==> config.mk <==
export PLATFORM = sky130hd
export DESIGN_NAME = inst_queue
export DESIGN_NICKNAME = d
export VERILOG_FILES = /design/src/rtl/inst_queue.sv
export SDC_FILE = /design/constraint.sdc
export NUM_CORES = 1
export LEC_CHECK = 0
export CORE_ASPECT_RATIO = 1.4
export CORE_UTILIZATION = 54
export CTS_CLUSTER_DIAMETER = 30
export DETAILED_ROUTE_END_ITERATION = 10
export GPL_TIMING_DRIVEN = 1
export HOLD_SLACK_MARGIN = 0.06
export PLACE_DENSITY_LB_ADDON = 0.3
export REMOVE_ABC_BUFFERS = 1
export SETUP_SLACK_MARGIN = 0.4
export SLEW_MARGIN = 25
export SYNTH_ARGS = -nofsm -noshare
export SYNTH_HDL_FRONTEND = slang
export SYNTH_SLANG_ARGS = --single-unit
==> constraint.sdc <==
create_clock -name clock_i -period 4.9 [get_ports clock_i]
set_input_delay 0.735 -clock clock_i [delete_from_list [all_inputs] [get_ports clock_i]]
set_output_delay 0.735 -clock clock_i [all_outputs]
set_load 0.02 [all_outputs]
==> src/rtl/inst_queue.sv <==
// Dual-slot in-order instruction queue between decode and issue (circular buffer).
// Latency: an entry written on edge N is visible at the dequeue outputs in cycle N+1.
// Backpressure: enq_ready_o drops when fewer than two entries are free; a refused pair is held upstream.
`ifndef CTRL_BUS
`define CTRL_BUS 16
`endif

module inst_queue #(
    parameter int DEPTH = 4
) (
    input  logic                 clock_i,
    input  logic                 reset_i,
    input  logic                 flush_i,
    input  logic                 enq_valid0_i,
    input  logic                 enq_valid1_i,
    input  logic [31:0]          enq_inst0_i,
    input  logic [31:0]          enq_inst1_i,
    input  logic [`CTRL_BUS-1:0] enq_ctrl0_i,
    input  logic [`CTRL_BUS-1:0] enq_ctrl1_i,
    input  logic                 enq_pred0_i,
    input  logic                 enq_pred1_i,
    input  logic [31:0]          enq_pred_tgt0_i,
    input  logic [31:0]          enq_pred_tgt1_i,
    input  logic [31:0]          enq_pc0_i,
    input  logic [31:0]          enq_pc1_i,
    output logic                 enq_ready_o,
    input  logic [1:0]           deq_take_i,
    output logic                 deq_valid0_o,
    output logic                 deq_valid1_o,
    output logic [31:0]          deq_inst0_o,
    output logic [31:0]          deq_inst1_o,
    output logic [`CTRL_BUS-1:0] deq_ctrl0_o,
    output logic [`CTRL_BUS-1:0] deq_ctrl1_o,
    output logic                 deq_pred0_o,
    output logic                 deq_pred1_o,
    output logic [31:0]          deq_pred_tgt0_o,
    output logic [31:0]          deq_pred_tgt1_o,
    output logic [31:0]          deq_pc0_o,
    output logic [31:0]          deq_pc1_o,
    output logic [$clog2(DEPTH):0] count_o
);

    localparam int PW    = $clog2(DEPTH);
    localparam int CNT_W = PW + 1;
    localparam logic [CNT_W-1:0] ENQ_LIMIT = CNT_W'(DEPTH - 2);
    localparam logic [31:0]      NOP_INST  = 32'h0000_0013;

    typedef struct packed {
        logic [31:0]          inst;
        logic [`CTRL_BUS-1:0] ctrl;
        logic                 pred;
        logic [31:0]          pred_tgt;
        logic [31:0]          pc;
    } entry_t;

    entry_t           mem [DEPTH];
    logic [PW-1:0]    head, tail;
    logic [CNT_W-1:0] count;

    entry_t        e0, e1, h0, h1;
    logic          do_enq;
    logic [1:0]    n_enq, avail, take_eff;
    logic [PW-1:0] head1, tail1, slot1_ptr;

    assign e0 = '{inst: enq_inst0_i, ctrl: enq_ctrl0_i, pred: enq_pred0_i,
                  pred_tgt: enq_pred_tgt0_i, pc: enq_pc0_i};
    assign e1 = '{inst: enq_inst1_i, ctrl: enq_ctrl1_i, pred: enq_pred1_i,
                  pred_tgt: enq_pred_tgt1_i, pc: enq_pc1_i};

    assign enq_ready_o = (count <= ENQ_LIMIT);
    assign do_enq      = enq_ready_o && !flush_i;
    assign n_enq       = do_enq ? ({1'b0, enq_valid0_i} + {1'b0, enq_valid1_i}) : 2'd0;

    assign head1     = head + PW'(1);
    assign tail1     = tail + PW'(1);
    // A lone slot-1 entry is compacted down to the tail position.
    assign slot1_ptr = enq_valid0_i ? tail1 : tail;

    assign deq_valid0_o = (count >= CNT_W'(1));
    assign deq_valid1_o = (count >= CNT_W'(2));
    assign avail        = deq_valid1_o ? 2'd2 : {1'b0, deq_valid0_o};
    assign take_eff     = (deq_take_i > avail) ? avail : deq_take_i;
    assign count_o      = count;

    always_ff @(posedge clock_i) begin
        if (reset_i || flush_i) begin
            head  <= '0;
            tail  <= '0;
            count <= '0;
        end else begin
            head  <= head + PW'(take_eff);
            tail  <= tail + PW'(n_enq);
            count <= count + CNT_W'(n_enq) - CNT_W'(take_eff);
        end
    end

    // Storage is deliberately not reset; occupancy alone defines validity.
    always_ff @(posedge clock_i) begin
        if (!reset_i && do_enq) begin
            if (enq_valid0_i) mem[tail]      <= e0;
            if (enq_valid1_i) mem[slot1_ptr] <= e1;
        end
    end

    assign h0 = mem[head];
    assign h1 = mem[head1];

    always_comb begin
        deq_inst0_o     = NOP_INST;
        deq_ctrl0_o     = '0;
        deq_pred0_o     = 1'b0;
        deq_pred_tgt0_o = '0;
        deq_pc0_o       = '0;
        deq_inst1_o     = NOP_INST;
        deq_ctrl1_o     = '0;
        deq_pred1_o     = 1'b0;
        deq_pred_tgt1_o = '0;
        deq_pc1_o       = '0;
        if (deq_valid0_o) begin
            deq_inst0_o     = h0.inst;
            deq_ctrl0_o     = h0.ctrl;
            deq_pred0_o     = h0.pred;
            deq_pred_tgt0_o = h0.pred_tgt;
            deq_pc0_o       = h0.pc;
        end
        if (deq_valid1_o) begin
            deq_inst1_o     = h1.inst;
            deq_ctrl1_o     = h1.ctrl;
            deq_pred1_o     = h1.pred;
            deq_pred_tgt1_o = h1.pred_tgt;
            deq_pc1_o       = h1.pc;
        end
    end

endmodule

# --- Word level (Yosys, flattened, before mapping) ---
# Memories as Yosys holds them, arrays and structs flattened. A register that Yosys moved wholly into a read port is not among the register bits.
# Index checks and enable logic that the tools add are counted.
totals:
  elab_cells: 41
  mem_count: 1
  out_inout_bits: 232
  ram_bits: 452
  regBits: 7
  input_bits: 233
classes:
  n_reduce_logical: 5
  order_cmp: 4
  addsub: 7
  n_mux: 21
mem_list:
  columns: ["memory", "depth", "width", "read_ports", "rd_ports_with_merged_regs", "write_ports", "line_no", "rtl"]
  rows:
  - ["mem", 4, 113, 2, 1, 2, "56", "entry_t mem [DEPTH];"]
op_table:
  columns: ["operator", "n"]
  rows:
  - ["32-bit two-way mux", 6]
  - ["16-bit two-way mux", 2]
  - ["2-bit two-way mux", 5]
  - ["1-bit two-way mux", 8]
  - ["2-bit by 1-bit adder with 2-bit output (second input constant)", 2]
  - ["2-bit adder", 2]
  - ["3-bit by 2-bit adder with 3-bit output", 1]
  - ["3-bit by 1-bit >= comparator with 1-bit output (second input constant)", 1]
  - ["3-bit by 2-bit >= comparator with 1-bit output (second input constant)", 1]
  - ["3-bit by 2-bit less-or-equal comparator with 1-bit output (second input constant)", 1]
  - ["3-bit by 2-bit subtractor with 3-bit output", 1]
  - ["1-bit by 1-bit adder with 2-bit output", 1]
  - ["2-bit > comparator", 1]
  - ["1-bit logical AND", 2]
  - ["1-bit zero test", 2]
  - ["1-bit logical OR", 1]

# --- Logic depth before layout (Yosys ltp) ---
depth:
  word_depth: 6
  ltp_mapped: 15
  mapped_depth_nobuf: 13

# --- Worst setup path after synthesis ---
# OpenSTA, ideal clock, no wires.
synth_path:
  path_type: "input -> register"
  start: "in enq_valid0_i"
  end: "mem mem[0][0] in the netlist's numbering (enable)"
  n_path_buf: 3
  t_arrival_ps: 3221
  setup_slack_ps: 1252
  t_required_ps: 4474
  setup_ps: 426
  stages: 6
  path_cell_list: "clkbuf_2 > mux2i_1 > nand4_1 > buf_2 > buf_2 > a21bo_2"
synth_lines:
  columns: ["element", "line_no", "rtl"]
  rows:
  - ["start: declaration", "14", "input logic enq_valid0_i,"]
  - ["end: declaration", "56", null]

# --- Worst setup path after layout ---
layout_path:
  start: "reg count[1] (netlist: count_o[1])"
  end: "out deq_pred_tgt0_o[31]"
layout_via:
  elab_chain_len: 2
layout_lines:
  columns: ["element", "line_no", "rtl"]
  rows:
  - ["start: declaration", "58", "logic [CNT_W-1:0] count;"]
  - ["start signal: assignment", "93", "count <= count + CNT_W'(n_enq) - CNT_W'(take_eff);"]
  - ["3-bit by 1-bit >= comparator with 1-bit output", "79", "assign deq_valid0_o = (count >= CNT_W'(1));"]
  - ["32-bit two-way mux", "119", "if (deq_valid0_o) begin"]
  - ["end: declaration", "36", "output logic [31:0] deq_pred_tgt0_o,"]
# Every way passes these cells.

==> impl_metrics.yaml <==
power_and_ir_drop:
  seqPwrFrac: 0.283
  comb_power_share: 0.373
  ir_drop_mv: 0.398
  leakagePower_nw: 11.4
  p_sw_mw: 5.20
  switching_share: 0.317
  p_clk_frac: 0.344
  powerDensity_mw_per_mm2: 476
  p_int_mw: 11.2
clocking:
  cts_buffers: 77
  cts_tree: "done"
  clock-root-buffer: "clkbuf_16"
  clock-sinks: 459
  htreeDepth: 3
  cts_setup_buffers: 0
  cts_resized: 0
  cts_buffer_depth: 3
  hold_buffers: 0
  worstSkewPairLatency_ps: 580
  clk_pin_slew_ps: 50
global_route:
  grt_use_total: 0.288
  gr-total-overflow: 0
  antenna_found_initial: 27
  grt_max_degree: 114
  grt_pass1_vias: 18000
  grt_pass1_wl_mm: 107
logic_synthesis:
  synth.avg_cell_area_um2: 17.1
  ys_types: 30
  syn_inst: 1548
  synth_area_mm2: 0.0264
  synth_warnings: 0
  ys_ff_latch: 459
  yosysSeqAreaShare: 0.519
timing:
  max_slew_margin: 0.390
  fin_setup_tns_ps: 0
  rsz0062_at_grt: "false"
  final_hold_viol_count: 0
  post-route-period-util: 0.818
  fmax_mhz: 250
  setup_viol: 0
  worst_pin_slew_ps: 915
  period_minus_slack_ps: 4010
  fin_skew_ps: 26.7
  drv_slew: 0
die:
  io_pins: 465
  start_util: 0.548
  dieArea_mm2: 0.0498
  chipWidth_um: 189
  core_area_mm2: 0.0481
  die_h_um: 264
  num_rows: 95
setup_path:
  ff2ff_path_depth: 13
  path_cells: "or2_4, nor2_1, clkinv_2, buf_4, and2_1, clkdlybuf4s50_1"
  cp.required_ps: 4160
  r2r_slack_ps: 1800
  startpoint: "count_o[1]$_SDFF_PP0_"
  worstSetupEndpointType: "primary output"
  timing.rr.end: "count_o[2]$_SDFF_PP0_"
  slowest_stage: "clkdlybuf4s50_1"
  crit_type: "register to primary output"
  worstPathArrival_ps: 3270
  slowest_delay_ps: 700
  worst-path-max-fanout: 51
  critPathLaunchType: "register"
  r2r_start: "count_o[1]$_SDFF_PP0_"
  endpoint: "deq_pred_tgt0_o[31]"
placed_design:
  dp_hpwl_mm: 44.4
  dpl_cell_area_mm2: 0.0317
  io_buffer_count: 464
  gp_congestion: 0.841
layout:
  fin_area_mm2: 0.0345
  syn2layout_area_growth_pct: 30.8
  drive_gt1_frac: 0.404
  finalNetCount: 2247
routing:
  routedWlPerCell_um: 26.3
  wirelength_mm: 71.5
  postRouteAntennaNets: 0
  vias: 16700
  drt-initial-drc-count: 1107
  remaining_drc_errors: 0
  firstDrtPassIters: 5
  via_per_inst: 6.16
run_status:
  outcome: "complete, no violations"
min_path:
  hp-class: "register to register"
job:
  cap_violations: 0
## sequential cells by signal (all words and copies together), names as in the netlist
name / count
mem: 452
tail: 2
count_o: 3
head: 2
## stage by stage
step	hold WS [ps]	worst slack [ps]	cells	total power, mW	utilization
finish	610	893	2716	16.4	0.717
global route	635	738	2714	17.0	0.717
CTS	614	869	2694	16.5	0.716
detailed placement	603	1470	2552	10.9	0.659
global placement	557	1500	2552	10.8	0.659
floorplan	630	-6110	1424	8.49	-
## kinds of logic after synthesis
| family | share of synthesized area |
|---|---|
| flip-flops | 0.519 |
| multiplexers | 0.386 |
| AND/OR/NAND/NOR | 0.0587 |
| buffers and inverters | 0.0242 |
| AO/OA/AOI/OAI | 0.00218 |
| adder cells (fa/ha/maj) | 0.00673 |
| XOR/XNOR | 0.00232 |
## power groups by stage
| stage | Sequential [mW] | Clock (mW) | Combinational (mW) |
|---|---|---|---|
| after detailed placement | 4.73 | 0 | 6.13 |
| after global placement | 4.71 | 0 | 6.06 |
| final | 4.65 | 5.66 | 6.13 |
| after global routing | 4.67 | 5.88 | 6.43 |
| after CTS | 4.65 | 5.71 | 6.18 |
| after floorplan | 4.90 | 0 | 3.58 |
## metal layers
layer	wire, um	GRT usage
met5	74	0
met2	37000	0.494
met3	5040	0.0573
met4	3930	0.180
met1	25500	0.329
## cell usage in the layout, fill, tap and decap left out, types with 2 or more instances in the layout
cell type and n:
ha_1 11, inv_6 8, fa_1 2, xor2_1 3
edfxtp_1 452, clkinv_4 4, mux2_1 19, a21oi_1 2
clkinvlp_4 7, inv_1 7, mux2_2 434, clkinv_1 14
and3_1 2, buf_12 18, and2_1 225, clkbuf_16 81
clkdlybuf4s50_1 464, mux4_2 226, buf_4 16, diode_2 22
xnor2_1 4, nor2_1 5, inv_8 2, or2_2 6
nand4_1 4, clkbuf_1 5, bufinv_16 13, nor3_1 2
a21bo_4 4, dfxtp_1 5, dfxtp_4 2, clkinv_2 8
## how the worst min path moves through the flow
stage | endpoint | startpoint | slack, ps | cells after the start
floorplan | count_o[2]$_SDFF_PP0_ | count_o[2]$_SDFF_PP0_ | 630 | 2
global placement | count_o[2]$_SDFF_PP0_ | count_o[2]$_SDFF_PP0_ | 560 | 2
detailed placement | count_o[2]$_SDFF_PP0_ | count_o[2]$_SDFF_PP0_ | 600 | 2
CTS | count_o[2]$_SDFF_PP0_ | count_o[2]$_SDFF_PP0_ | 610 | 2
global route | count_o[2]$_SDFF_PP0_ | count_o[2]$_SDFF_PP0_ | 630 | 2
finish | count_o[2]$_SDFF_PP0_ | count_o[2]$_SDFF_PP0_ | 610 | 2
## synthesized netlist by cell type
library cell    n  area, um^2
edfxtp_1      452       13600
clkbuf_1       35         131
a21o_1          1        7.51
inv_2           1        3.75
ha_1           11         138
and2_1        225        1410
a21bo_2         4        40.0
nor2_1          5        18.8
inv_1           8        30.0
nor3b_1         1        7.51
dfxtp_1         7         140
buf_1           2        7.51
xor2_1          3        26.3
clkbuf_2        1        5.00
mux2_2        434        4890
fa_1            2        40.0
nor3b_2         1        12.5
mux4_2        226        5090
mux2_1         19         214
nor3_1          2        10.0
nand4_1         4        25.0
buf_4          12        90.1
xnor2_1         4        35.0
nor2b_1         1        6.26
mux2i_1         1        10.0
a21oi_1         2        10.0
buf_2          74         370
nor4_1          1        6.26
or2_2           7        43.8
and3_1          2        12.5
## layout make-up
| class | instances | area (um^2) |
|---|---|---|
| antenna | 22 | 55.1 |
| timing repair buffer | 498 | 5120 |
| inverter | 9 | 35.0 |
| clock inverter | 56 | 678 |
| fill | 3075 | 13600 |
| clock buffer | 86 | 2050 |
| multi-input combinational | 956 | 12100 |
| tap | 630 | 788 |
| sequential | 459 | 13700 |
## worst max-delay path, delay by kind of cell (launching register included)
family	cells	cell delay, ps
and+or+nand+nor	3	900
DFF	1	410
buffers and inverters	3	1280
No activity file was read; power rests on OpenSTA's default activity.
==> RTL edit (same settings) <==
Change the parameter `DEPTH` from 4 to 8.
--- a/src/rtl/inst_queue.sv
+++ b/src/rtl/inst_queue.sv
@@ -6,7 +6,7 @@
 `endif
 
 module inst_queue #(
-    parameter int DEPTH = 4
+    parameter int DEPTH = 8
 ) (
     input  logic                 clock_i,
     input  logic                 reset_i,
Ports: changed (resized count_o); port bits go from 465 to 466. The function was not compared with the original's and may differ.
==> RTL edit against the original RTL <==
- worst hold slack better by 0.11 ns
- sequential cell count rose by 455
- area after synthesis up 100%
- cell area grew 87%
- power up 81%
- setup slack worse by 0.30 ns
- clock skew decreased by 0.0051 ns
- wire length increased by 120%
- largest cell class unchanged
- largest power group is now clock
- highest routed layer unchanged
==> RTL edit: results (changes against the original RTL) <==
| Metric | Value |
|---|---|
| Library cells used by synthesis | 44 (+47%) |
| H-tree Lvls | 4 (+1) |
| Pin count of the biggest net entering global routing | 121 (+6.1%) |
| Via Count | 33800 (+100%) |
| Post-synth EDFFs | 904 (+100%) |
| Post-synth top cells | edfxtp_1, mux2_2, mux4_2 |
| Global-route wire length before repair | 231 mm (+120%) |
| Clock Latency Late Sink | 0.75 ns (+0.17 ns) |
| Reg2reg end | count_o[3] |
| PortBufs | 465 (+0.22%) |
| RR Startpoint | count_o[2] |
| Wire length per cell | 31.1 µm (+18%) |
| Initial Utilization | 0.545 (-0.00381) |
| Placed cell area | 59000 µm² (+86%) |
| Synth area leaders | edfxtp_1, mux4_2, mux2_2 |
| Largest register FFs | 904 (+100%) |
| Detailed Route Iter0 Violations | 2994 (+170%) |
| Clock skew | 0.0216 ns (-0.00508 ns) |
| Leakage | 20.6 nW (+80%) |
| Layout cells sized above 1 | 0.450 (+0.0461) |
| Final #Nets | 3891 (+73%) |
| CP max FO | 52 (+2.0%) |
| R2r setup slk | 1.22 ns (-0.58 ns) |
| First-pass detailed-route iteration total | 8 (+3) |
| Fillers | 6556 (+110%) |
| Clock sink count | 914 (+99%) |
| Num CTS Buffers | 156 (+100%) |
| Status | completed |
| Peak VDD IR | 0.353 mV (-11%) |
| Gpl congestion | 0.829 (-1.4%) |
-- RTL edit: cell type report --
type	instances	area, µm²	area share
multi-input combinational	2014	24300	0.377
tap	1301	1630	0.0253
timing repair buffer	541	5770	0.0895
sequential	914	27400	0.424
clock inverter	107	1170	0.0182
inverter	13	48.8	0.000757
antenna	20	50.0	0.000776
clock buffer	178	4140	0.0642
-- RTL edit: worst min-delay path by stage --
stage                             to        from  slack, ns  cells past startpoint
final                     count_o[0]  count_o[0]       0.72                      2
after global routing      count_o[0]  count_o[0]       0.75                      2
after CTS                 count_o[0]  count_o[0]       0.73                      2
after detailed placement  count_o[0]  count_o[0]       0.70                      2
after global placement       tail[2]     tail[2]       0.68                      2
after floorplan              tail[2]     tail[2]       0.65                      2
-- RTL edit: logic make-up (layout without fill, tap and decap cells) --
family / Yosys count / count (layout) / share of synthesized area
AO/OA/AOI/OAI: 126 / 126 / 0.0122
XOR/XNOR: 7 / 7 / 0.00116
adder cells (fa/ha/maj): 18 / 18 / 0.00484
buffers and inverters: 276 / 839 / 0.0242
flip-flops: 914 / 914 / 0.519
multiplexers: 1469 / 1469 / 0.408
other: 0 / 20 / 0
AND/OR/NAND/NOR: 394 / 394 / 0.0310
-- RTL edit: through the flow --
| stage | utilization | hold slack, ns | TNS [ns] | worst slack (ns) | instances |
|---|---|---|---|---|---|
| 6_report | 0.666 | 0.724 | 0 | 0.594 | 5088 |
| 5_1_grt | 0.666 | 0.754 | 0 | 0.499 | 5085 |
| 4_1_cts | 0.665 | 0.725 | 0 | 0.434 | 5060 |
| 3_5_place_dp | 0.609 | 0.701 | 0 | 0.817 | 4773 |
| 3_3_place_gp | 0.609 | 0.680 | 0 | 0.921 | 4772 |
| 2_1_floorplan | - | 0.646 | -9996.02 | -16.53 | 2941 |
-- RTL edit: metal layers --
layer	wire [µm]	part of all wire	track usage
met1	57600	0.36	0.393
met2	80100	0.51	0.540
met3	14500	0.092	0.0848
met4	5530	0.035	0.134
met5	256	0.0016	0
-- RTL edit: critical path: stages (launching register included) --
cell and delay [ns]:
dfxtp_4 0.41, ha_4 0.50, buf_12 0.38, mux4_2 0.26
nand2_1 0.06, a21oi_1 0.47, clkdlybuf4s50_1 0.71
-- RTL edit: where the power goes --
group	switching, mW	internal, mW
clock	3.88	7.12
sequential	0.101	8.80
combinational	5.22	4.60
total	9.20	20.5
-- RTL edit: repair_timing --
action	CTS	global route
setup endpoints to repair	72	12
buffers inserted	2	8
hold buffers	0	0
resized for setup	3	2
pin swaps	1	0
